===== config.mk =====
export PLATFORM = sky130hd
export DESIGN_NAME = jtframe_sdram_arb
export DESIGN_NICKNAME = d
export VERILOG_FILES = /design/src/rtl/jtframe_sdram_arb_pkg.sv /design/src/rtl/jtframe_sdram_arb_rr.sv /design/src/rtl/jtframe_sdram_arb.sv
export SDC_FILE = /design/constraint.sdc
export NUM_CORES = 1
export LEC_CHECK = 0
export BUFFER_PORTS_ARGS = -buffer_cell sky130_fd_sc_hd__buf_2
export CORE_ASPECT_RATIO = 0.8
export CORE_UTILIZATION = 47
export DETAILED_ROUTE_END_ITERATION = 10
export PLACE_DENSITY_LB_ADDON = 0.05
export SLEW_MARGIN = 20
export SYNTH_ARGS = -nofsm -noshare
export SYNTH_HDL_FRONTEND = slang
export SYNTH_HIERARCHICAL = 1
export SYNTH_SLANG_ARGS = --single-unit

===== constraint.sdc =====
create_clock -name clk -period 3.4 [get_ports clk]
set_clock_uncertainty 0.05 [all_clocks]
set_input_delay 0.68 -clock clk [delete_from_list [all_inputs] [get_ports clk]]
set_output_delay 0.68 -clock clk [all_outputs]
set_load 0.1 [all_outputs]

===== src/rtl/jtframe_sdram_arb_pkg.sv =====
// Shared types and the round-robin search helper for the SDRAM read-port arbiter.
package jtframe_sdram_arb_pkg;

  typedef enum logic [1:0] {
    ST_IDLE,
    ST_REQ,
    ST_WAIT
  } arb_state_e;

  localparam int unsigned MaxSlots = 8;

  // First requesting index after ptr, wrapping modulo slots; returns ptr when nobody asks.
  function automatic int unsigned rr_next(input int unsigned slots, input int unsigned ptr,
                                          input logic [MaxSlots-1:0] req_vec);
    int unsigned idx;
    rr_next = ptr;
    // Walk from the farthest candidate inwards so the nearest match wins.
    for (int unsigned k = MaxSlots; k > 0; k--) begin
      if (k <= slots) begin
        idx = ptr + k;
        if (idx >= slots) idx = idx - slots;
        if (req_vec[idx[2:0]]) rr_next = idx;
      end
    end
  endfunction

endpackage


===== src/rtl/jtframe_sdram_arb_rr.sv =====
// Combinational round-robin picker: first asserted request after ptr, modulo SLOTS.
module jtframe_sdram_arb_rr
  import jtframe_sdram_arb_pkg::*;
#(
  parameter int unsigned SLOTS = 4
) (
  input  logic [SLOTS-1:0]         req,
  input  logic [$clog2(SLOTS)-1:0] ptr,
  output logic [$clog2(SLOTS)-1:0] gnt_idx,
  output logic                     any
);

  localparam int unsigned PW = $clog2(SLOTS);

  logic [MaxSlots-1:0] req_pad;

  always_comb begin
    req_pad            = '0;
    req_pad[SLOTS-1:0] = req;
    gnt_idx            = PW'(rr_next(SLOTS, 32'(ptr), req_pad));
    any                = |req;
  end

endmodule


===== src/rtl/jtframe_sdram_arb.sv =====
// Round-robin arbiter sharing one SDRAM read port between ROM slots, each with a
// one-word cache; refresh is offered whenever the port has nothing to do.
module jtframe_sdram_arb
  import jtframe_sdram_arb_pkg::*;
#(
  parameter int unsigned SLOTS = 4,
  parameter int unsigned AW    = 22,
  parameter int unsigned DW    = 32
) (
  input  logic                clk,
  input  logic                rst,
  input  logic                downloading,
  input  logic [SLOTS-1:0]    slot_cs,
  input  logic [SLOTS*AW-1:0] slot_addr,
  output logic [SLOTS-1:0]    slot_ok,
  output logic [SLOTS*DW-1:0] slot_dout,
  output logic                sdram_req,
  output logic [AW-1:0]       sdram_addr,
  input  logic                sdram_ack,
  input  logic                data_rdy,
  input  logic [DW-1:0]       data_read,
  output logic                refresh_en,
  output logic                busy
);

  localparam int unsigned PW = $clog2(SLOTS);

  arb_state_e       state;
  logic [SLOTS-1:0] valid;
  logic [AW-1:0]    cache_addr [SLOTS];
  logic [DW-1:0]    cache_data [SLOTS];
  logic [PW-1:0]    rr_ptr;
  logic [PW-1:0]    gnt_idx;
  logic [PW-1:0]    pick_idx;
  logic             any_miss;
  logic [SLOTS-1:0] hit;
  logic [SLOTS-1:0] miss;
  logic [AW-1:0]    pick_addr;

  always_comb begin
    hit       = '0;
    slot_dout = '0;
    for (int i = 0; i < SLOTS; i++) begin
      hit[i]                = valid[i] && (cache_addr[i] == slot_addr[i*AW +: AW]);
      slot_dout[i*DW +: DW] = cache_data[i];
    end
  end

  assign miss       = slot_cs & ~hit;
  // Valid bits clear one cycle after downloading rises, so gate hits right away.
  assign slot_ok    = downloading ? '0 : (slot_cs & hit);
  assign refresh_en = (state == ST_IDLE) && !any_miss && !downloading;
  assign busy       = (state != ST_IDLE);
  assign pick_addr  = slot_addr[32'(pick_idx)*AW +: AW];

  jtframe_sdram_arb_rr #(
    .SLOTS (SLOTS)
  ) u_rr (
    .req     (miss),
    .ptr     (rr_ptr),
    .gnt_idx (pick_idx),
    .any     (any_miss)
  );

  // sdram_addr doubles as the captured grant address for the whole transaction.
  always_ff @(posedge clk) begin
    if (rst) begin
      state      <= ST_IDLE;
      sdram_req  <= 1'b0;
      sdram_addr <= '0;
      gnt_idx    <= '0;
      rr_ptr     <= '0;
      valid      <= '0;
      for (int i = 0; i < SLOTS; i++) begin
        cache_addr[i] <= '0;
        cache_data[i] <= '0;
      end
    end else if (downloading) begin
      state     <= ST_IDLE;
      sdram_req <= 1'b0;
      valid     <= '0;
    end else begin
      unique case (state)
        ST_IDLE: begin
          if (any_miss) begin
            gnt_idx    <= pick_idx;
            sdram_addr <= pick_addr;
            sdram_req  <= 1'b1;
            state      <= ST_REQ;
          end
        end
        ST_REQ: begin
          if (sdram_ack) begin
            sdram_req <= 1'b0;
            if (data_rdy) begin
              cache_data[gnt_idx] <= data_read;
              cache_addr[gnt_idx] <= sdram_addr;
              valid[gnt_idx]      <= 1'b1;
              rr_ptr              <= gnt_idx;
              state               <= ST_IDLE;
            end else begin
              state <= ST_WAIT;
            end
          end
        end
        ST_WAIT: begin
          if (data_rdy) begin
            cache_data[gnt_idx] <= data_read;
            cache_addr[gnt_idx] <= sdram_addr;
            valid[gnt_idx]      <= 1'b1;
            rr_ptr              <= gnt_idx;
            state               <= ST_IDLE;
          end
        end
        default: begin
          state     <= ST_IDLE;
          sdram_req <= 1'b0;
        end
      endcase
    end
  end

endmodule


Word-level counts from Yosys, hierarchy flattened. Memories as Yosys holds them, arrays and structs flattened. Index checks and enable logic that the tools add are counted.

Register bits: 33. Bits in writable memories: 216. Output and inout port bits: 157. Memories kept: 2.

$add $sub $neg: 8. Multiply operators: 1. $lt $le $gt $ge: 10. Equal/unequal tests: 9. Shift operators: 1. Muxes and demuxes: 53. Bitwise logic cells: 8. Reductions and logical operators: 21.

Memories: cache_data (depth 4, width 32, read ports 4, clocked after memory_dff 0, wr ports 4, RTL line jtframe_sdram_arb.sv:31) `logic [DW-1:0] cache_data [SLOTS];`; cache_addr (depth 4, width 22, read ports 4, clocked after memory_dff 0, wr ports 4, RTL line jtframe_sdram_arb.sv:30) `logic [AW-1:0] cache_addr [SLOTS];`.

Operators by type and width (number): $ge A32 B3 Y1 const B (3); $eq A22 B22 Y1 (4); $shiftx A88 B8 Y22 (1); $mux W32 (2); $mux W22 (2); $reduce_or A32 Y1 (1); $mux W2 (12); $reduce_or A22 Y1 (1); $mux W1 (21); $lt A3 B4 Y1 const B (4); $bmux W1 S3 (4); $mux W3 (4); $mux W4 (3); $reduce_and A3 Y1 (4); $sub A3 B3 Y3 const B (4); $and A4 B4 Y4 (2); $pmux W4 S2 (1); $logic_and A1 B1 Y1 (7); $add A2 B2 Y3 const B (2); $mul A2 B4 Y6 const B (1); $ne A2 B2 Y1 const B (3); $pmux W2 S3 (1); $add A2 B3 Y4 const B (1); $ge A4 B3 Y1 const B (1); other kinds (18) (22).

Logic depth before layout (Yosys ltp). Gate-level depths: netlist of run 1. An unclocked memory read counts as a cell.

Word-level depth: 13. Gate-level depth with buffers: 13.

Cells and area by module. The synthesis of run 1 kept the hierarchy.

Modules (own cells, without submodules): jtframe_sdram_arb (times used 1, cells an instance 806, area an instance 10809.1 um2, seq. area each 7146.9 um2); jtframe_sdram_arb_rr (times used 1, cells an instance 23, area an instance 182.7 um2, seq. area each 0.0 um2).

Least setup slack after synthesis of run 1. OpenSTA, ideal clock, no wires.

Path type: in2out. Start: input port slot_addr[14]. End: output port refresh_en. Data arrival time: 4.125 ns. Required time: 2.670 ns. Path slack: -1.455 ns. Stages: 6. Path buffers: 0. Path through: xor2_1 > nor4_1 > nand4_1 > o31a_1 > or4_1 > nor3_1.

Word-level cells in the longest chain between the ends: 8.

Ends and longest elaborated chain: start: declaration (RTL line jtframe_sdram_arb.sv:14) `input logic [SLOTS*AW-1:0] slot_addr,`; $eq A22 B22 Y1 (RTL line jtframe_sdram_arb.sv:44) `hit[i] = valid[i] && (cache_addr[i] == slot_addr[i*AW +: AW]);`; $logic_and A1 B1 Y1 (RTL line jtframe_sdram_arb.sv:44); $not A4 Y4 (RTL line jtframe_sdram_arb.sv:49) `assign miss = slot_cs & ~hit;`; $and A4 B4 Y4 (RTL line jtframe_sdram_arb.sv:49); via miss[0] (RTL line jtframe_sdram_arb.sv:37) `logic [SLOTS-1:0] miss;`; $reduce_or A4 Y1 (RTL line jtframe_sdram_arb_rr.sv:21) `any = |req;`; via any_miss (RTL line jtframe_sdram_arb.sv:35) `logic any_miss;`; $logic_not A1 Y1 (RTL line jtframe_sdram_arb.sv:52) `assign refresh_en = (state == ST_IDLE) && !any_miss && !downloading;`; $logic_and A1 B1 Y1 (2 in a row) (RTL line jtframe_sdram_arb.sv:52); end: declaration (RTL line jtframe_sdram_arb.sv:22) `output logic refresh_en,`.

The timed path passes the listed nets, and every way through them passes these cells.

==> flow_summary.yaml, run 1 <==
detailed_routing:
  num_vias: 7887
  drc_errors: 0
  ant_nets: 0
  routed_wl_um: 31800
  wl_per_cell_um: 21.2
  drtIter0Drc: 762
  firstDrtPassIters: 5
  viasPerCell: 5.26
finish:
  drive_above_1_share: 0.405
  nNetsFinal: 1304
  fill_cells: 1822
  area_growth_pct: 30.7
clocking:
  cts_root_buf: "clkbuf_16"
  cts_max_level: 1
  cts_hold_buffers: 0
  cts_tree: "yes"
  cts_buffers: 26
  cts_sinks: 249
  clockBufferDepth: 3
  clk_pin_slew_ps: 70
  insertion_delay_ps: 540
setup_path:
  critPathSlowestCell: "or4_4"
  path_cells: "xor2_2 -> nor4_4 -> nand4_1 -> o31a_1 -> buf_4 -> or4_4 -> nor3_4 -> buf_12"
  required_ps: 2670
  criticalPathCategory: "reg -> out"
  r2r-end: "sdram_addr[16]"
  cp_top_family: "simple AND/OR/NAND/NOR gates"
  path_buf_inv: 2
  max_stage_delay_ps: 550
  critPathMaxFanout: 2
  ff2ff_setup_slack_ps: -160
  r2r-start: "cache_addr[0][15]"
  rr_worst_depth: 16
  crit_arrival_ps: 3030
  cp-end-kind: "output port"
  start_kind: "register"
die:
  rows: 49
  start_util: 0.485
  die_y_um: 139
  pin_count: 286
  core_mm2: 0.0227
  die_x_um: 173
  die_area_mm2: 0.0240
place:
  post-dp-hpwl_um: 22000
  place_worst_setup_slack_ps: -561
  io_buffers: 285
  routabilityCongestion: 0.894
synthesis:
  synth_nets: 962
  synth_ff_type: "edfxtp_1"
  async_flop_share: 0
  synth-edff-count: 216
  synth_top_area_frac: 0.590
  synthesis.instances: 829
  synth.area.top_cells: "edfxtp_1, and2_1, dfxtp_1"
  synth_area_per_cell_um2: 13.3
  synth_seq_cells: 249
  synthDistinctLibCells: 51
  syn_area_mm2: 0.0110
  synth_top_area_cell: "edfxtp_1"
  yosysWarnings: 6
  seq_area_frac_synth: 0.650
sta:
  rsz0062_at_grt: "yes"
  hold_viol: 0
  finalSetupViolCount: 23
  tightest_slew_ps: 658
  slew_violations: 0
  max_freq_mhz: 266
  layout_setup_ws_ps: -362
  period_minus_slack_ps: 3760
  finalCritPeriodShare: 1.11
  slew_headroom: 0.561
power:
  power_leakage_nw: 6.12
  power_mw: 7.79
  peakVddDrop_mv: 0.443
  power_density_mw_per_mm2: 542
hold_path:
  hp-class: "in -> reg"
  min_from: "data_read[16]"
  hold_path_end: "cache_data[1][16]"
  whs_path_depth: 2
global_routing:
  grt_pass1_vias: 7589
  overflow: 0
  groute.usage.overall: 0.262
  grt_max_degree: 60
  grt_pass1_wl_um: 46700
  antenna_found_initial: 3
status:
  violations: "setup timing"
  outcome: "finished with violations"
job:
  drv_cap: 0
==> stage by stage <==
| stage | setup TNS, ps | util | hold WS (ps) | std cells | instance area, um2 |
|---|---|---|---|---|---|
| floorplan | -277 | - | 380 | 829 | 11000 |
| global placement | -11140 | 0.581 | 418 | 1442 | 13200 |
| detailed placement | -12030 | 0.581 | 423 | 1442 | 13200 |
| CTS | -354 | 0.622 | 370 | 1492 | 14100 |
| global route | -4370 | 0.633 | 375 | 1500 | 14400 |
| finish | -1780 | 0.633 | 382 | 1500 | 14400 |
==> layout make-up <==
class / instances / area (um2) / share of cell area
flip-flops and latches: 249 / 7150 / 0.497
multi-input cells: 509 / 3720 / 0.259
repair buffers: 354 / 2100 / 0.146
clock buffers: 30 / 707 / 0.0492
well taps: 306 / 383 / 0.0266
clock inverters: 18 / 188 / 0.0131
inverters: 31 / 116 / 0.00810
diodes: 3 / 7.51 / 0.000522
==> per-layer routing <==
metal  vias up  share of wire  track usage
met5         -              0            0
met4         0          0.019       0.0624
met3        40          0.096       0.0726
met2       371           0.45        0.393
met1      3857           0.44        0.378
li1       3619              -            -
==> registers in the layout, indices dropped and copies added, names as in the netlist <==
name / flops
state: 2
valid: 4
cache_data: 128
cache_addr: 88
sdram_addr: 22
sdram_req: 1
gnt_idx: 2
rr_ptr: 2
==> kinds of logic after synthesis <==
kind of cell	after synthesis	synth area share
xor+xnor	82	0.0653
fa+ha+maj	4	0.00455
mux	30	0.0528
buf+inv	71	0.0318
simple gates	342	0.167
flops	249	0.650
compound gates	51	0.0279
==> cells in the mapped netlist (3+ instances only) <==
master	instances
nand2b_1	3
nand4_1	16
edfxtp_1	216
nor2_1	64
xor2_1	19
buf_6	10
buf_2	6
clkbuf_1	22
nand3_1	3
ha_1	4
xnor2_1	63
dfxtp_1	33
nor2b_1	4
and2_1	113
mux4_2	22
or2_2	3
nor4_1	9
and3_1	35
o21ai_0	4
inv_1	31
nor3_1	7
a21oi_1	28
o22ai_1	3
a31oi_1	3
nand2_1	70
mux2i_1	7
==> power by group <==
| group | switching (mW) | internal (mW) |
|---|---|---|
| combinational | 1.02 | 0.342 |
| sequential | 0.0672 | 3.43 |
| clock | 1.20 | 1.73 |
| total | 2.29 | 5.50 |
==> placed cells by master, fill, tap and decap left out, types with 10 or more instances in the layout <==
cell type,count
nor2_1,63
mux4_2,22
clkbuf_16,27
buf_12,10
and2_1,113
buf_2,280
and3_1,35
nand2_2,13
edfxtp_1,216
a21oi_1,15
dfxtp_1,33
nand4_1,16
xor2_1,18
buf_4,61
xnor2_1,61
nand2_1,57
a21oi_2,13
inv_1,31
==> how the worst max path moves through the flow <==
stage                     slack [ps]             end         startpoint  depth (start not counted)
after global routing            -440      refresh_en  cache_addr[0][15]                          8
after floorplan                 -280      refresh_en      slot_addr[15]                          6
after detailed placement        -560  sdram_addr[21]      slot_addr[15]                         13
after global placement          -500  sdram_addr[21]      slot_addr[15]                         13
final                           -360      refresh_en  cache_addr[0][15]                          8
after CTS                       -350      refresh_en  cache_addr[0][15]                          8
==> worst reg2reg max path, delay by kind of cell (launching register included) <==
kind                      cells  cell delay (ps)
and+or+nand+nor               4              750
buffers and inverters         5              710
muxes                         2              690
AOI/OAI and AO/OA             4              600
DFF                           1              410
xor gates and xnor gates      1              210
==> what timing repair did <==
action,CTS,global route
cloned,1,0
gates resized for setup,6,51
pin swaps,2,28
endpoints found under the hold margin,0,0
endpoints found under the setup margin,22,23
buffers inserted,1,5
Note: power is estimated with default switching activity, not from simulation.
==> inputs of run 2 (changes only) <==
--- a/config.mk
+++ b/config.mk
@@ -10,6 +10,7 @@
 export CORE_UTILIZATION = 47
 export DETAILED_ROUTE_END_ITERATION = 10
 export PLACE_DENSITY_LB_ADDON = 0.05
+export SETUP_SLACK_MARGIN = 0.05
 export SLEW_MARGIN = 20
 export SYNTH_ARGS = -nofsm -noshare
 export SYNTH_HDL_FRONTEND = slang
==> run 2 against run 1 <==
Effect of this change: the flow still finishes with violations (setup timing); maximum frequency grew 0.92%; cell count rose by 0.40%; worst setup slack improved by 34 ps; hold slack better by 13 ps; cell area decreased by 0.57%; count of clock-buffer cells in the layout rose by 9; power down 2.5%; first-iteration DRC count down 22%.
==> flow_summary.yaml, run 2 (synthesis results as in run 1) <==
status:
  outcome: "finished with violations"
  violations: "setup timing"
setup_path:
  crit_arrival_ps: 3000
  rr_worst_depth: 13
  start_kind: "register"
  ff2ff_setup_slack_ps: 0
  cp-end-kind: "output port"
  criticalPathCategory: "reg -> out"
  r2r-end: "sdram_addr[19]"
  r2r-start: "cache_addr[0][15]"
  critPathMaxFanout: 2
  required_ps: 2670
detailed_routing:
  drc_errors: 0
  drtIter0Drc: 592
  ant_nets: 0
  viasPerCell: 5.25
  firstDrtPassIters: 5
  num_vias: 7901
  routed_wl_um: 31900
  wl_per_cell_um: 21.2
finish:
  area_growth_pct: 30.0
  layout_common_cells: "buf_2, edfxtp_1, and2_1, nand2_1, nor2_1"
  nNetsFinal: 1306
  seq_area_mm2: 0.00715
  mostFrequentLayoutCell: "buf_2"
  top_register: "cache_data"
  largest_reg_flops: 128
  drive_above_1_share: 0.379
  multiInputGateArea_mm2: 0.00365
  fill_cells: 1847
  reg_top3: "cache_data: 128 flops, cache_addr: 88 flops, sdram_addr: 22 flops"
  layout.cells.non_filler: 1506
place:
  routabilityCongestion: 0.821
  dp.cells: 1449
  io_buffers: 285
  post-dp-hpwl_um: 21900
die:
  die_area_mm2: 0.0240
  pin_count: 286
  die_y_um: 139
  core_mm2: 0.0227
  start_util: 0.485
  rows: 49
  die_x_um: 173
sta:
  tightest_slew_ps: 767
  finalSetupViolCount: 1
  hold_viol: 0
  rsz0062_at_grt: "yes"
  slew_violations: 0
  period_minus_slack_ps: 3730
  tns_ps: -328
  slew_headroom: 0.489
  max_freq_mhz: 268
  hold_ws_ps: 394
  finalCritPeriodShare: 1.10
  layout_setup_ws_ps: -328
global_routing:
  grt_pass1_wl_um: 46700
  groute.usage.overall: 0.261
  grt_max_degree: 72
  antenna_found_initial: 9
  grt_pass1_vias: 7665
  overflow: 0
power:
  power_density_mw_per_mm2: 531
  power_leakage_nw: 6.10
  peakVddDrop_mv: 0.389
clocking:
  clockBufferDepth: 3
  cts_max_level: 1
  cts_tree: "yes"
  clk_pin_slew_ps: 70
  cts_buffers: 27
  cts_sinks: 249
  cts_root_buf: "clkbuf_16"
  insertion_delay_ps: 530
  cts_hold_buffers: 0
  post-cts-setup-buffers: 0
hold_path:
  hp-class: "in -> reg"
  whs_path_depth: 2
  min_from: "data_read[16]"
  hold_path_end: "cache_data[1][16]"
job:
  drv_cap: 0
[run 2: cell count changes in the layout (fill, tap and decap cells not counted), moves of 3 or more]
cell       previous run  this run
a21oi_1              15        28
a21oi_2              13         0
nand2_1              57        69
nand2_2              13         1
clkbuf_1              1         8
xnor2_1              61        57
xnor2_2               2         6
buf_12               10        13
bufinv_16             3         0
diode_2               3         6
[run 2: timing repair]
| item | CTS | global route |
|---|---|---|
| gates cloned | 0 | 1 |
| pin swaps | 3 | 7 |
| gates resized for setup | 10 | 9 |
| setup endpoints to repair | 23 | 23 |
[run 2: stage by stage]
stage / utilization / cell area, um2 / power, mW / setup WS, ps
after floorplan: - / 11000 / 4.46 / -277
after detailed placement: 0.587 / 13300 / 4.88 / -456
after CTS: 0.626 / 14200 / 7.62 / -342
after global routing: 0.630 / 14300 / 7.81 / -423
final: 0.630 / 14300 / 7.59 / -328
after global placement: 0.587 / 13300 / 4.88 / -432
[run 2: worst max-delay path by stage]
stage | cells past startpoint | endpoint | slack, ps | from
CTS | 9 | refresh_en | -340 | cache_addr[3][9]
finish | 8 | refresh_en | -330 | cache_addr[0][15]
detailed placement | 14 | sdram_addr[5] | -460 | slot_addr[15]
global placement | 10 | refresh_en | -430 | slot_addr[42]
floorplan | 6 | refresh_en | -280 | slot_addr[15]
global route | 9 | refresh_en | -420 | cache_addr[3][12]
[run 2: where the power goes]
part | internal [mW] | switching [mW] | total, mW
clock network | 1.56 | 1.19 | 2.75
registers | 3.43 | 0.0683 | 3.50
logic | 0.340 | 1.00 | 1.34
[run 2: routing by layer]
layer / track usage / vias to the layer above / share of wire
met5: 0 / - / 0.0014
met4: 0.0727 / 6 / 0.021
met3: 0.0737 / 55 / 0.088
met2: 0.395 / 323 / 0.44
met1: 0.368 / 3888 / 0.44
li1: - / 3629 / -
[run 2: worst max-delay path, cell delays in order, from the launching register on]
cell,delay (ps)
edfxtp_1,370
xor2_1,190
nor4_2,350
nand4_1,180
o31a_1,300
buf_4,140
or4_4,560
nor3_4,170
buf_12,200
[run 2: final cells by class]
class	instances	area share
repair buffers	355	0.151
clock buffers	39	0.0532
clock inverters	11	0.00473
multi-input cells	509	0.255
flip-flops and latches	249	0.500
well taps	306	0.0268
inverters	31	0.00814
diodes	6	0.00105
